`config.mk`:
```
export PLATFORM = sky130hd
export DESIGN_NAME = time_set_ctrl_flat
export DESIGN_NICKNAME = d
export VERILOG_FILES = /design/src/rtl/time_pkg.sv /design/src/rtl/time_set_ctrl_if.sv /design/src/rtl/key_debounce.sv /design/src/rtl/time_set_ctrl.sv /design/src/flat_wrapper.sv
export SDC_FILE = /design/constraint.sdc
export NUM_CORES = 1
export LEC_CHECK = 0
export BUFFER_PORTS_ARGS = -buffer_cell sky130_fd_sc_hd__buf_2
export CAP_MARGIN = 0
export CORE_MARGIN = 1
export CORE_UTILIZATION = 60
export CTS_CLUSTER_DIAMETER = 60
export DETAILED_ROUTE_END_ITERATION = 7
export PLACE_DENSITY = 0.82
export SLEW_MARGIN = 10
export SYNTH_ARGS = -nofsm -noshare
export SYNTH_HDL_FRONTEND = slang
export SYNTH_HIERARCHICAL = 1
export SYNTH_SLANG_ARGS = --single-unit
```
`constraint.sdc`:
```
create_clock -name clk -period 3.9 [get_ports clk]
set_input_delay 0.78 -clock clk [delete_from_list [all_inputs] [get_ports clk]]
set_output_delay 0.78 -clock clk [all_outputs]
set_load 0.1 [all_outputs]
```
`src/rtl/time_pkg.sv`:
```
// ---------------------------------------------------------------------------
// time_pkg
// Shared definitions for the front-panel time-setting controller:
//   - state_t     : edit-session FSM encoding (RUN, EDIT_HH, EDIT_MM, COMMIT)
//   - HH_MAX/MM_MAX: last legal hour / minute value
//   - *_CYC_DEF   : production cycle counts (50 MHz board clock)
//   - *_W         : counter widths derived from the production cycle counts
//   - helpers     : field wrap-around increment/decrement, edit-state test
// ---------------------------------------------------------------------------
package time_pkg;

   typedef enum logic [1:0] {
      RUN     = 2'd0,
      EDIT_HH = 2'd1,
      EDIT_MM = 2'd2,
      COMMIT  = 2'd3
   } state_t;

   localparam logic [7:0] HH_MAX = 8'd23;
   localparam logic [7:0] MM_MAX = 8'd59;

   localparam int DEB_CYC_DEF     = 1_000_000;    // 20 ms
   localparam int TIMEOUT_CYC_DEF = 500_000_000;  // 10 s
   localparam int BLINK_CYC_DEF   = 25_000_000;   // 0.5 s half-period

   // Width able to hold the terminal value n-1 of a 0..n-1 counter.
   function automatic int cnt_width(input int n);
      if (n < 2) begin
         return 1;
      end else begin
         return $clog2(n);
      end
   endfunction

   // Counters are sized for the production cycle counts; any parameter
   // override must not exceed the corresponding default.
   localparam int DEB_W   = cnt_width(DEB_CYC_DEF);
   localparam int TO_W    = cnt_width(TIMEOUT_CYC_DEF);
   localparam int BLINK_W = cnt_width(BLINK_CYC_DEF);

   // Step up with wrap. Anything at or above max (including an out-of-range
   // value captured from the counters) wraps to 0.
   function automatic logic [7:0] wrap_inc(input logic [7:0] v, input logic [7:0] max);
      if (v >= max) begin
         return 8'd0;
      end else begin
         return v + 8'd1;
      end
   endfunction

   // Step down with wrap. 0 wraps to max; an out-of-range value wraps to 0.
   function automatic logic [7:0] wrap_dec(input logic [7:0] v, input logic [7:0] max);
      if (v == 8'd0) begin
         return max;
      end else if (v > max) begin
         return 8'd0;
      end else begin
         return v - 8'd1;
      end
   endfunction

   function automatic logic is_edit(input state_t s);
      return (s == EDIT_HH) || (s == EDIT_MM);
   endfunction

endpackage

```
`src/rtl/time_set_ctrl_if.sv`:
```
// ---------------------------------------------------------------------------
// time_set_ctrl_if
// Load interface between the time-setting controller and the Cont_24/Cont_60
// counter chain.
//   cur_hh / cur_mm : live counter values (counters -> controller), binary
//   set             : one-cycle load strobe (controller -> counters)
//   s_hh / s_mm     : load values, binary
//   clr_ss          : seconds clear, coincident with set
// Modports: master = controller side, slave = counter side.
// ---------------------------------------------------------------------------
interface time_set_ctrl_if;

   logic [7:0] cur_hh;
   logic [7:0] cur_mm;
   logic       set;
   logic [7:0] s_hh;
   logic [7:0] s_mm;
   logic       clr_ss;

   modport master (
      input  cur_hh,
      input  cur_mm,
      output set,
      output s_hh,
      output s_mm,
      output clr_ss
   );

   modport slave (
      output cur_hh,
      output cur_mm,
      input  set,
      input  s_hh,
      input  s_mm,
      input  clr_ss
   );

endinterface

```
`src/rtl/key_debounce.sv`:
```
// ---------------------------------------------------------------------------
// key_debounce
// Conditions one raw push-button: 2-flop synchroniser, stability counter,
// and a one-cycle pulse on the accepted 0->1 edge (no auto-repeat).
// A stable raw edge produces the pulse DEB_CYC+3 clocks later.
//   clk       : system clock
//   rst       : asynchronous active-high reset
//   key_raw   : raw key, active-high, asynchronous to clk
//   key_pulse : one-cycle press pulse (registered)
// ---------------------------------------------------------------------------
module key_debounce
   import time_pkg::*;
#(
   parameter int DEB_CYC = DEB_CYC_DEF
) (
   input  logic clk,
   input  logic rst,
   input  logic key_raw,
   output logic key_pulse
);

   localparam logic [DEB_W-1:0] DEB_LAST = DEB_W'(DEB_CYC - 1);

   logic             sync1_r;
   logic             sync2_r;
   logic             stable_r;
   logic             stable_d_r;
   logic             pulse_r;
   logic [DEB_W-1:0] cnt_r;

   // Two-flop synchroniser for the asynchronous key input.
   always_ff @(posedge clk or posedge rst) begin
      if (rst) begin
         sync1_r <= 1'b0;
         sync2_r <= 1'b0;
      end else begin
         sync1_r <= key_raw;
         sync2_r <= sync1_r;
      end
   end

   // Accept a new level only after DEB_CYC consecutive samples differ from
   // the accepted one; any sample equal to it restarts the count.
   always_ff @(posedge clk or posedge rst) begin
      if (rst) begin
         cnt_r    <= '0;
         stable_r <= 1'b0;
      end else if (sync2_r == stable_r) begin
         cnt_r    <= '0;
         stable_r <= stable_r;
      end else if (cnt_r == DEB_LAST) begin
         cnt_r    <= '0;
         stable_r <= sync2_r;
      end else begin
         cnt_r    <= cnt_r + DEB_W'(1);
         stable_r <= stable_r;
      end
   end

   // Rising-edge detect on the accepted level, registered.
   always_ff @(posedge clk or posedge rst) begin
      if (rst) begin
         stable_d_r <= 1'b0;
         pulse_r    <= 1'b0;
      end else begin
         stable_d_r <= stable_r;
         pulse_r    <= stable_r & ~stable_d_r;
      end
   end

   assign key_pulse = pulse_r;

endmodule

```
`src/rtl/time_set_ctrl.sv`:
```
// ---------------------------------------------------------------------------
// time_set_ctrl
// Front-panel time-setting controller. Three debounced keys drive an edit
// session over hours then minutes; on commit a one-cycle load strobe (set,
// with clr_ss) is issued to the counter chain. An idle session times out
// back to RUN without loading. Also drives the display's edit indicators.
//   clk        : system clock, rising edge
//   rst        : asynchronous active-high reset
//   key_mode   : raw mode key (start / next field / commit)
//   key_inc    : raw increment key
//   key_dec    : raw decrement key
//   bus        : load interface (master side): cur_hh/cur_mm in,
//                set/s_hh/s_mm/clr_ss out
//   editing    : high in EDIT_HH or EDIT_MM
//   edit_field : 0 = hours selected, 1 = minutes selected
//   blink      : blink phase of the selected field
// ---------------------------------------------------------------------------
module time_set_ctrl
   import time_pkg::*;
#(
   parameter int DEB_CYC     = DEB_CYC_DEF,
   parameter int TIMEOUT_CYC = TIMEOUT_CYC_DEF,
   parameter int BLINK_CYC   = BLINK_CYC_DEF
) (
   input  logic              clk,
   input  logic              rst,
   input  logic              key_mode,
   input  logic              key_inc,
   input  logic              key_dec,
   time_set_ctrl_if.master   bus,
   output logic              editing,
   output logic              edit_field,
   output logic              blink
);

   localparam logic [TO_W-1:0]    TO_LAST    = TO_W'(TIMEOUT_CYC - 1);
   localparam logic [BLINK_W-1:0] BLINK_LAST = BLINK_W'(BLINK_CYC - 1);

   logic               mode_p_s;
   logic               inc_p_s;
   logic               dec_p_s;
   logic               any_p_s;

   state_t             state_r;
   state_t             state_next_s;
   logic               cur_edit_s;
   logic               next_edit_s;
   logic               to_hit_s;
   logic [7:0]         hh_next_s;
   logic [7:0]         mm_next_s;

   logic [7:0]         s_hh_r;
   logic [7:0]         s_mm_r;
   logic               set_r;
   logic               clr_ss_r;
   logic               editing_r;
   logic               edit_field_r;
   logic               blink_r;
   logic [BLINK_W-1:0] blink_cnt_r;
   logic [TO_W-1:0]    to_cnt_r;

   key_debounce #(.DEB_CYC(DEB_CYC)) u_deb_mode (
      .clk       (clk),
      .rst       (rst),
      .key_raw   (key_mode),
      .key_pulse (mode_p_s)
   );

   key_debounce #(.DEB_CYC(DEB_CYC)) u_deb_inc (
      .clk       (clk),
      .rst       (rst),
      .key_raw   (key_inc),
      .key_pulse (inc_p_s)
   );

   key_debounce #(.DEB_CYC(DEB_CYC)) u_deb_dec (
      .clk       (clk),
      .rst       (rst),
      .key_raw   (key_dec),
      .key_pulse (dec_p_s)
   );

   assign any_p_s     = mode_p_s | inc_p_s | dec_p_s;
   assign cur_edit_s  = is_edit(state_r);
   assign next_edit_s = is_edit(state_next_s);
   assign to_hit_s    = (to_cnt_r == TO_LAST);

   // Next-state and next field values. Mode beats inc/dec; inc with dec
   // cancels; any press in the same cycle as the timeout keeps the session.
   always_comb begin
      state_next_s = state_r;
      hh_next_s    = s_hh_r;
      mm_next_s    = s_mm_r;
      case (state_r)
         RUN: begin
            if (mode_p_s) begin
               hh_next_s    = bus.cur_hh;
               mm_next_s    = bus.cur_mm;
               state_next_s = EDIT_HH;
            end else begin
               state_next_s = RUN;
            end
         end
         EDIT_HH: begin
            if (mode_p_s) begin
               state_next_s = EDIT_MM;
            end else if (any_p_s) begin
               if (inc_p_s && !dec_p_s) begin
                  hh_next_s = wrap_inc(s_hh_r, HH_MAX);
               end else if (dec_p_s && !inc_p_s) begin
                  hh_next_s = wrap_dec(s_hh_r, HH_MAX);
               end else begin
                  hh_next_s = s_hh_r;
               end
            end else if (to_hit_s) begin
               state_next_s = RUN;
            end else begin
               state_next_s = EDIT_HH;
            end
         end
         EDIT_MM: begin
            if (mode_p_s) begin
               state_next_s = COMMIT;
            end else if (any_p_s) begin
               if (inc_p_s && !dec_p_s) begin
                  mm_next_s = wrap_inc(s_mm_r, MM_MAX);
               end else if (dec_p_s && !inc_p_s) begin
                  mm_next_s = wrap_dec(s_mm_r, MM_MAX);
               end else begin
                  mm_next_s = s_mm_r;
               end
            end else if (to_hit_s) begin
               state_next_s = RUN;
            end else begin
               state_next_s = EDIT_MM;
            end
         end
         COMMIT: begin
            state_next_s = RUN;
         end
         default: begin
            state_next_s = RUN;
         end
      endcase
   end

   // FSM state register.
   always_ff @(posedge clk or posedge rst) begin
      if (rst) begin
         state_r <= RUN;
      end else begin
         state_r <= state_next_s;
      end
   end

   // Field values and status outputs, registered from the next state so they
   // line up with the state they describe (set/clr_ss high during COMMIT).
   always_ff @(posedge clk or posedge rst) begin
      if (rst) begin
         s_hh_r       <= 8'd0;
         s_mm_r       <= 8'd0;
         set_r        <= 1'b0;
         clr_ss_r     <= 1'b0;
         editing_r    <= 1'b0;
         edit_field_r <= 1'b0;
      end else begin
         s_hh_r       <= hh_next_s;
         s_mm_r       <= mm_next_s;
         set_r        <= (state_next_s == COMMIT);
         clr_ss_r     <= (state_next_s == COMMIT);
         editing_r    <= next_edit_s;
         edit_field_r <= (state_next_s == EDIT_MM);
      end
   end

   // Inactivity timer: cleared on any press and on entering an edit state,
   // counts only while staying in an edit state.
   always_ff @(posedge clk or posedge rst) begin
      if (rst) begin
         to_cnt_r <= '0;
      end else if (!next_edit_s || !cur_edit_s || any_p_s) begin
         to_cnt_r <= '0;
      end else begin
         to_cnt_r <= to_cnt_r + TO_W'(1);
      end
   end

   // Blink generator: idle (0) outside edit states, starts dark on session
   // entry, restarts lit on every press so the adjusted field stays visible.
   always_ff @(posedge clk or posedge rst) begin
      if (rst) begin
         blink_cnt_r <= '0;
         blink_r     <= 1'b0;
      end else if (!next_edit_s || !cur_edit_s) begin
         blink_cnt_r <= '0;
         blink_r     <= 1'b0;
      end else if (any_p_s) begin
         blink_cnt_r <= '0;
         blink_r     <= 1'b1;
      end else if (blink_cnt_r == BLINK_LAST) begin
         blink_cnt_r <= '0;
         blink_r     <= ~blink_r;
      end else begin
         blink_cnt_r <= blink_cnt_r + BLINK_W'(1);
         blink_r     <= blink_r;
      end
   end

   assign bus.set    = set_r;
   assign bus.clr_ss = clr_ss_r;
   assign bus.s_hh   = s_hh_r;
   assign bus.s_mm   = s_mm_r;
   assign editing    = editing_r;
   assign edit_field = edit_field_r;
   assign blink      = blink_r;

endmodule

```
`src/flat_wrapper.sv`:
```
// flat-port wrapper written by rule: the top's interface ports become plain ports
module time_set_ctrl_flat import time_pkg::*;
#(
   parameter int DEB_CYC     = DEB_CYC_DEF,
   parameter int TIMEOUT_CYC = TIMEOUT_CYC_DEF,
   parameter int BLINK_CYC   = BLINK_CYC_DEF
)
  (clk, rst, key_mode, key_inc, key_dec, editing, edit_field, blink, bus_cur_hh, bus_cur_mm, bus_set, bus_s_hh, bus_s_mm, bus_clr_ss);
  time_set_ctrl_if bus_i ();
  input  logic clk;
  input  logic rst;
  input  logic key_mode;
  input  logic key_inc;
  input  logic key_dec;
  output logic editing;
  output logic edit_field;
  output logic blink;
  input wire logic [$bits(bus_i.cur_hh)-1:0] bus_cur_hh;
  input wire logic [$bits(bus_i.cur_mm)-1:0] bus_cur_mm;
  output wire logic [$bits(bus_i.set)-1:0] bus_set;
  output wire logic [$bits(bus_i.s_hh)-1:0] bus_s_hh;
  output wire logic [$bits(bus_i.s_mm)-1:0] bus_s_mm;
  output wire logic [$bits(bus_i.clr_ss)-1:0] bus_clr_ss;
  assign bus_i.cur_hh = bus_cur_hh;
  assign bus_i.cur_mm = bus_cur_mm;
  assign bus_set = bus_i.set;
  assign bus_s_hh = bus_i.s_hh;
  assign bus_s_mm = bus_i.s_mm;
  assign bus_clr_ss = bus_i.clr_ss;
  time_set_ctrl #(.DEB_CYC(DEB_CYC), .TIMEOUT_CYC(TIMEOUT_CYC), .BLINK_CYC(BLINK_CYC)) u_core (.clk(clk), .rst(rst), .key_mode(key_mode), .key_inc(key_inc), .key_dec(key_dec), .bus(bus_i), .editing(editing), .edit_field(edit_field), .blink(blink));
endmodule
```
==> results of run 1 <==
## how the worst min path moves through the flow
stage	from	end	slack (ps)
floorplan	u_core/u_deb_dec/sync1_r	u_core/u_deb_dec/sync2_r	330
global placement	u_core/u_deb_inc/sync1_r	u_core/u_deb_inc/sync2_r	330
detailed placement	u_core/u_deb_inc/sync1_r	u_core/u_deb_inc/sync2_r	340
CTS	u_core/u_deb_inc/sync1_r	u_core/u_deb_inc/sync2_r	350
global route	u_core/u_deb_inc/sync1_r	u_core/u_deb_inc/sync2_r	360
finish	u_core/u_deb_inc/sync1_r	u_core/u_deb_inc/sync2_r	350
## report_power, final
group	internal [uW]	leakage (uW)	switching (uW)
Sequential	1580	0.00201	11.0
Combinational	24.7	0.00140	60.0
Clock	1040	0.000288	619
Total	2640	0.00369	690
## final cells by class
| cell class | count | area (um2) | area share (%) |
|---|---|---|---|
| Clock inverter | 11 | 149 | 1.66 |
| Timing Repair Buffer | 43 | 220 | 2.45 |
| Tap cell | 176 | 220 | 2.45 |
| Sequential cell | 151 | 3780 | 42.0 |
| Inverter | 31 | 118 | 1.31 |
| Clock buffer | 20 | 457 | 5.08 |
| Multi-Input combinational cell | 632 | 4050 | 45.0 |
## flip-flops by register name, summed over array words and instances, names as in the netlist, 2 cells and up
name	count
u_core/to_cnt_r	29
u_core/blink_cnt_r	25
u_core/u_deb_dec/cnt_r	20
u_core/u_deb_inc/cnt_r	20
u_core/u_deb_mode/cnt_r	20
u_core/bus.s_hh	8
u_core/bus.s_mm	8
u_core/state_r	2
## cell usage in the layout, fill, tap and decap left out, drive strengths merged, types with 3 or more instances in the layout
master / n
dfrtp: 151
nor2: 128
nand2: 58
xnor2: 49
nand3: 49
xor2: 43
buf: 43
a21oi: 39
inv: 31
nand4: 31
o21ai: 26
nor3: 23
nor4: 22
clkbuf: 20
or3: 17
ha: 16
and4: 15
and3: 13
o31ai: 12
or4: 10
nor4b: 10
a31oi: 6
o22ai: 5
nor2b: 5
a21o: 5
mux2i: 5
clkinv: 5
o311ai: 4
nand2b: 4
nand4b: 4
bufinv: 3
clkinvlp: 3
or2: 3
o41ai: 3
mux2: 3
## metrics by stage
stage	cells	hold WS [ps]	utilization (%)	power [uW]	setup WS (ps)
floorplan	844	331	-	1680	1180
global placement	1033	333	63.6	1700	1240
detailed placement	1033	337	63.6	1700	968
CTS	1064	351	68.2	3370	890
global route	1064	359	68.2	3450	583
finish	1064	349	68.2	3330	911
## per-layer routing
metal	vias up	global-route usage [%]	wire length [um]
met5	-	0	0
met4	0	10.0	259
met3	24	4.68	642
met2	141	38.9	7690
met1	3096	32.2	7320
li1	3076	-	-
## kinds of logic after synthesis
logic type               count (synthesis)  synth area share (%)
AND/OR/NAND/NOR                        397                  26.6
flip-flops                             151                  46.7
AO/OA/AOI/OAI                          119                  9.94
adder cells (fa/ha/maj)                 16                  2.47
XOR/XNOR                                92                  9.95
multiplexers                             8                  1.04
buffers and inverters                   61                  3.29
==> out/qor.yml, run 1 <==
status: "finished clean"
dieWidth_um: 118
dr.pass1.iters: 5
path_delay_family: "simple AND/OR/NAND/NOR gates"
synth_nets: 881
antenna_cells: 0
tightest_slew_ps: 1070
vias: 6337
ant_nets: 0
hpwlAfterDp_mm: 10.6
ys.flop_type: "dfrtp_1"
wl_per_cell_um: 15.0
crit_fanout: 24
max_cap_violations: 0
num_rows: 42
critical_path.endpoint: "u_core/blink_cnt_r[22]"
yosysTopAreaCellShare_pct: 46.7
crit_path_top_delay_cell: "or2_2"
period_share_pct: 76.6
track_usage_pct: 24.2
yosys.area.top_type: "dfrtp_1"
grt_pass1_vias: 5934
yosysMostFrequentCell: "dfrtp_1"
synthTopCellsByCount: "dfrtp_1 (151), nor2_1 (128), nand2_1 (58)"
grt_overflow: 0
drt_iter0_markers: 402
htree_levels: 4
regToRegStartpoint: "u_core/to_cnt_r[0]"
placed_area_um2: 8390
clk_latency_ps: 420
grt_pass1_wl_mm: 27.3
start_util_pct: 61.4
clock_path_buffers: 2
routed_wl_mm: 15.9
via_per_inst: 5.96
slew_viol_final: 0
area_growth_syn_to_layout_pct: 11.1
period_needed_ps: 2990
r2r_cells: 10
power.density_nw_per_um2: 370
finalHoldViolCount: 0
fin_nets: 913
p_leak_uw: 0.00369
syn_area_per_cell_um2: 9.59
hold_path.class: "reg2reg"
rrSetupSlack_ps: 910
worst_setup_path_start_kind: "register"
fp.dieH_um: 118
worstSetupStartpoint: "u_core/to_cnt_r[0]"
netlist_instances: 844
gp_congestion: 0.908
cpPeakStageDelay_ps: 500
holdPathStages: 0
ys_top_cells_by_area: "dfrtp_1 (47%), nor2_1 (5.9%), xnor2_1 (5.3%)"
crit_cells: 10
clockRootBuffer: "clkbuf_16"
core_area_um2: 13200
max_slew_margin_pct: 28.4
die-area_um2: 14000
worstPathArrival_ps: 3330
cts_hold_buf: 0
n_fill_cell: 1017
yosysUniqueCellTypes: 61
async_flop_share_pct: 100
path_class: "reg2reg"
crit_chain: "ha_1, inv_1, nor2_1, nand3_1, o311ai_0, a21oi_1, ha_1, nand3_1, or2_2, a21oi_1"
vdd_drop_max_v: 0.000316
rsz0062_at_grt: "no"
ys_warn_count: 6
antenna_found_initial: 0
final_area_um2: 8990
required_ps: 4240
grt_max_degree: 54
numCtsBuffers: 17
skew_ps: 6.52
clock_sinks: 151
cp_num_buf_inv: 1
cts_tree: "yes"
crit_path_end_kind: "register"
drc: 0
postCtsResizedCells: 0
io_pins: 42
portBuffers: 41
synth-seq-area-share_pct: 46.7
fin_setup_tns_ps: 0
fmax_ghz: 0.335
netlist_area_um2: 8100
finalSetupViolCount: 0
drive_gt1_share_pct: 12.4
synth_seq_cells: 151
reg2reg_to: "u_core/blink_cnt_r[22]"
clk_pin_slew_ps: 60
synth_edf_count: 0
cts_setup_buffers: 0
(Power assumes the default switching activity.)
==> inputs of run 2 (changes only) <==
--- a/config.mk
+++ b/config.mk
@@ -8,10 +8,10 @@
 export BUFFER_PORTS_ARGS = -buffer_cell sky130_fd_sc_hd__buf_2
 export CAP_MARGIN = 0
 export CORE_MARGIN = 1
-export CORE_UTILIZATION = 60
+export CORE_UTILIZATION = 56
 export CTS_CLUSTER_DIAMETER = 60
 export DETAILED_ROUTE_END_ITERATION = 7
-export PLACE_DENSITY = 0.82
+export PLACE_DENSITY = 0.81
 export SLEW_MARGIN = 10
 export SYNTH_ARGS = -nofsm -noshare
 export SYNTH_HDL_FRONTEND = slang
==> constraint.sdc (replaced) <==
create_clock -name clk -period 2.4 [get_ports clk]
set_input_delay 0.48 -clock clk [delete_from_list [all_inputs] [get_ports clk]]
set_output_delay 0.48 -clock clk [all_outputs]
set_load 0.1 [all_outputs]
==> run 2 against run 1 <==
Compared with the run above: wire length grew 10%; core utilization is 0.29 points lower; total power is 62% higher; critical path type unchanged; maximum frequency rose by 27%; first-iteration DRC count up 33%; cell area increased by 5.6%; die area up 7.0%; sequential share of layout area fell by 2.2 points; non-clock buffer count rose by 49; critical path depth stayed put.
==> out/qor.yml, run 2 (synthesis results as in run 1) <==
drt_iter0_markers: 533  # was 402
antenna_found_initial: 0  # unchanged
drive_gt1_share_pct: 18.2  # was 12.4%
ant_nets: 0  # unchanged
max_slew_margin_pct: 26.0  # was 28.4%
fmax_ghz: 0.424  # was 0.335 GHz
worst_setup_path_start_kind: "register"  # unchanged
hold_path.class: "in2async"  # was reg2reg
worstPathArrival_ps: 2690  # was 3330 ps
path_class: "reg2reg"  # unchanged
slew_viol_final: 0  # unchanged
area_growth_syn_to_layout_pct: 17.3  # was 11.1%
final_common_cell: "dfrtp_1"  # unchanged
cts_tree: "yes"  # unchanged
num_rows: 43  # was 42
power.density_nw_per_um2: 570  # was 370 nW/um2
finalHoldViolCount: 0  # unchanged
clk_latency_ps: 420  # about the same
critical_path.endpoint: "u_core/blink_cnt_r[22]"  # unchanged
rrSetupSlack_ps: 40  # was 910 ps
swShare_pct: 21.0  # was 20.7%
clockRootBuffer: "clkbuf_16"  # unchanged
layout_common_cells: "dfrtp_1 (151), nor2_1 (127), nand2_1 (58), buf_4 (49), xnor2_1 (49)"  # was dfrtp_1 (151), nor2_1 (128), nand2_1 (58), xnor2_1 (49), nand3_1 (45)
required_ps: 2730  # was 4240 ps
portBuffers: 41  # unchanged
vdd_drop_max_v: 0.000585  # was 0.000316 V
regMostFlops: "u_core/to_cnt_r"  # unchanged
grt_pass1_wl_mm: 29.1  # was 27.3 mm
dieWidth_um: 122  # was 118 um
hpwlAfterDp_mm: 11.1  # was 10.6 mm
fp.dieH_um: 122  # was 118 um
routed_wl_mm: 17.5  # was 15.9 mm
p_clk_share_pct: 49.4  # was 49.7%
p_leak_uw: 0.00397  # was 0.00369 uW
crit_fanout: 6  # was 24
period_share_pct: 98.4  # was 76.6%
pre_cts_ws_ps: -121  # was 968 ps
vias: 6689  # was 6337
skew_ps: 7.82  # was 6.52 ps
htree_levels: 4  # unchanged
r2r_cells: 10  # unchanged
clock_sinks: 151  # unchanged
reg2reg_to: "u_core/blink_cnt_r[22]"  # unchanged
gp_congestion: 0.871  # was 0.908
worstSetupStartpoint: "u_core/to_cnt_r[0]"  # unchanged
largest_reg_flops: 29  # unchanged
critPathMostFrequentCell: "nand3_4"
reg.largest.list: "u_core/to_cnt_r (29), u_core/blink_cnt_r (25)"  # unchanged
power.switching_uw: 1140  # was 690 uW
clock_path_buffers: 2  # unchanged
cpPeakStageDelay_ps: 390  # was 500 ps
via_per_inst: 5.98  # was 5.96
cts_hold_buf: 0  # unchanged
fin_nets: 964  # was 913
grt_pass1_vias: 6312  # was 5934
dr.pass1.iters: 5  # unchanged
start_util_pct: 57.9  # was 61.4%
comb_power_share_pct: 2.9  # was 2.5%
tightest_slew_ps: 1110  # was 1070 ps
crit_path_end_kind: "register"  # unchanged
core_area_um2: 14000  # was 13200 um2
wl_per_cell_um: 15.7  # was 15.0 um
regToRegStartpoint: "u_core/to_cnt_r[0]"  # unchanged
finalSetupViolCount: 0  # unchanged
cellInternalPower_uw: 4270  # was 2640 uW
die-area_um2: 14900  # was 14000 um2
final.setup.worst_slack_ps: 39.1  # was 911 ps
status: "finished clean"  # unchanged
antenna_cells: 0  # unchanged
track_usage_pct: 24.4  # was 24.2%
drc: 0  # unchanged
numCtsBuffers: 17  # unchanged
hold_ws_ps: 121  # was 349 ps
p_seq_share_pct: 47.7  # about the same
max_cap_violations: 0  # unchanged
grt_overflow: 0  # unchanged
grt_max_degree: 77  # was 54
period_needed_ps: 2360  # was 2990 ps
io_pins: 42  # unchanged
crit_chain: "ha_2, inv_1, nor2_4, nand3_4, o311ai_4, a21oi_2, ha_4, nand3_4, or2_4, a21oi_1"  # was ha_1, inv_1, nor2_1, nand3_1, o311ai_0, a21oi_1, ha_1, nand3_1, or2_2, a21oi_1
clk_pin_slew_ps: 60  # about the same
crit_path_top_delay_cell: "dfrtp_1"  # was or2_2
[run 2: worst max-delay path, delay by kind of cell (launching register included)]
family / cells / cell delay (ps)
AND/OR/NAND/NOR: 4 / 690
AO/OA/AOI/OAI: 3 / 590
buffers and inverters: 1 / 90
flip-flops: 1 / 390
adder cells (fa/ha/maj): 2 / 510
[run 2: stage by stage]
step / setup TNS, ps / power [uW] / instances / instance area, um2 / utilization, %
after floorplan: 0 / 2730 / 844 / 8130 / -
after global placement: 0 / 2780 / 1085 / 8800 / 62.9
after detailed placement: -1930 / 2780 / 1085 / 8800 / 62.9
after CTS: 0 / 5460 / 1115 / 9390 / 67.1
after global routing: -237 / 5580 / 1118 / 9500 / 67.9
final: 0 / 5410 / 1118 / 9500 / 67.9
[run 2: how the worst min path moves through the flow]
stage / cells past startpoint / start / to
4_1_cts: 2 / rst / u_core/u_deb_dec/cnt_r[11]
2_1_floorplan: 0 / u_core/u_deb_dec/sync1_r / u_core/u_deb_dec/sync2_r
6_report: 2 / rst / u_core/u_deb_dec/cnt_r[16]
3_3_place_gp: 0 / u_core/u_deb_dec/sync1_r / u_core/u_deb_dec/sync2_r
5_1_grt: 1 / key_dec / u_core/u_deb_dec/sync1_r
3_5_place_dp: 0 / u_core/u_deb_inc/sync1_r / u_core/u_deb_inc/sync2_r
[run 2: power by group through the flow]
stage | registers (uW) | logic [uW] | clock network, uW
after floorplan | 2630 | 98.9 | 0
after global placement | 2620 | 155 | 0
after detailed placement | 2630 | 158 | 0
after CTS | 2580 | 159 | 2720
after global routing | 2580 | 176 | 2830
final | 2580 | 155 | 2670
[run 2: layout make-up]
class / instances / area, um2
fillers: 1055 / 4490
multi-input cells: 634 / 4180
flip-flops and latches: 151 / 3780
repair buffers: 92 / 604
clock buffers: 19 / 443
well taps: 180 / 225
clock inverters: 11 / 148
inverters: 31 / 120
[run 2: what timing repair did]
item,in CTS,in global routing
setup endpoints to repair,24,54
gates resized for setup,1,14
setup buffers,0,1
pin swaps,1,3
cloned,0,2
[run 2: layer usage]
metal / up-vias / wire length (um) / global-route usage [%]
li1: 3177 / - / -
met5: - / 0 / 0
met2: 194 / 8920 / 41.2
met4: 0 / 206 / 7.62
met1: 3296 / 7600 / 31.4
met3: 22 / 826 / 5.20
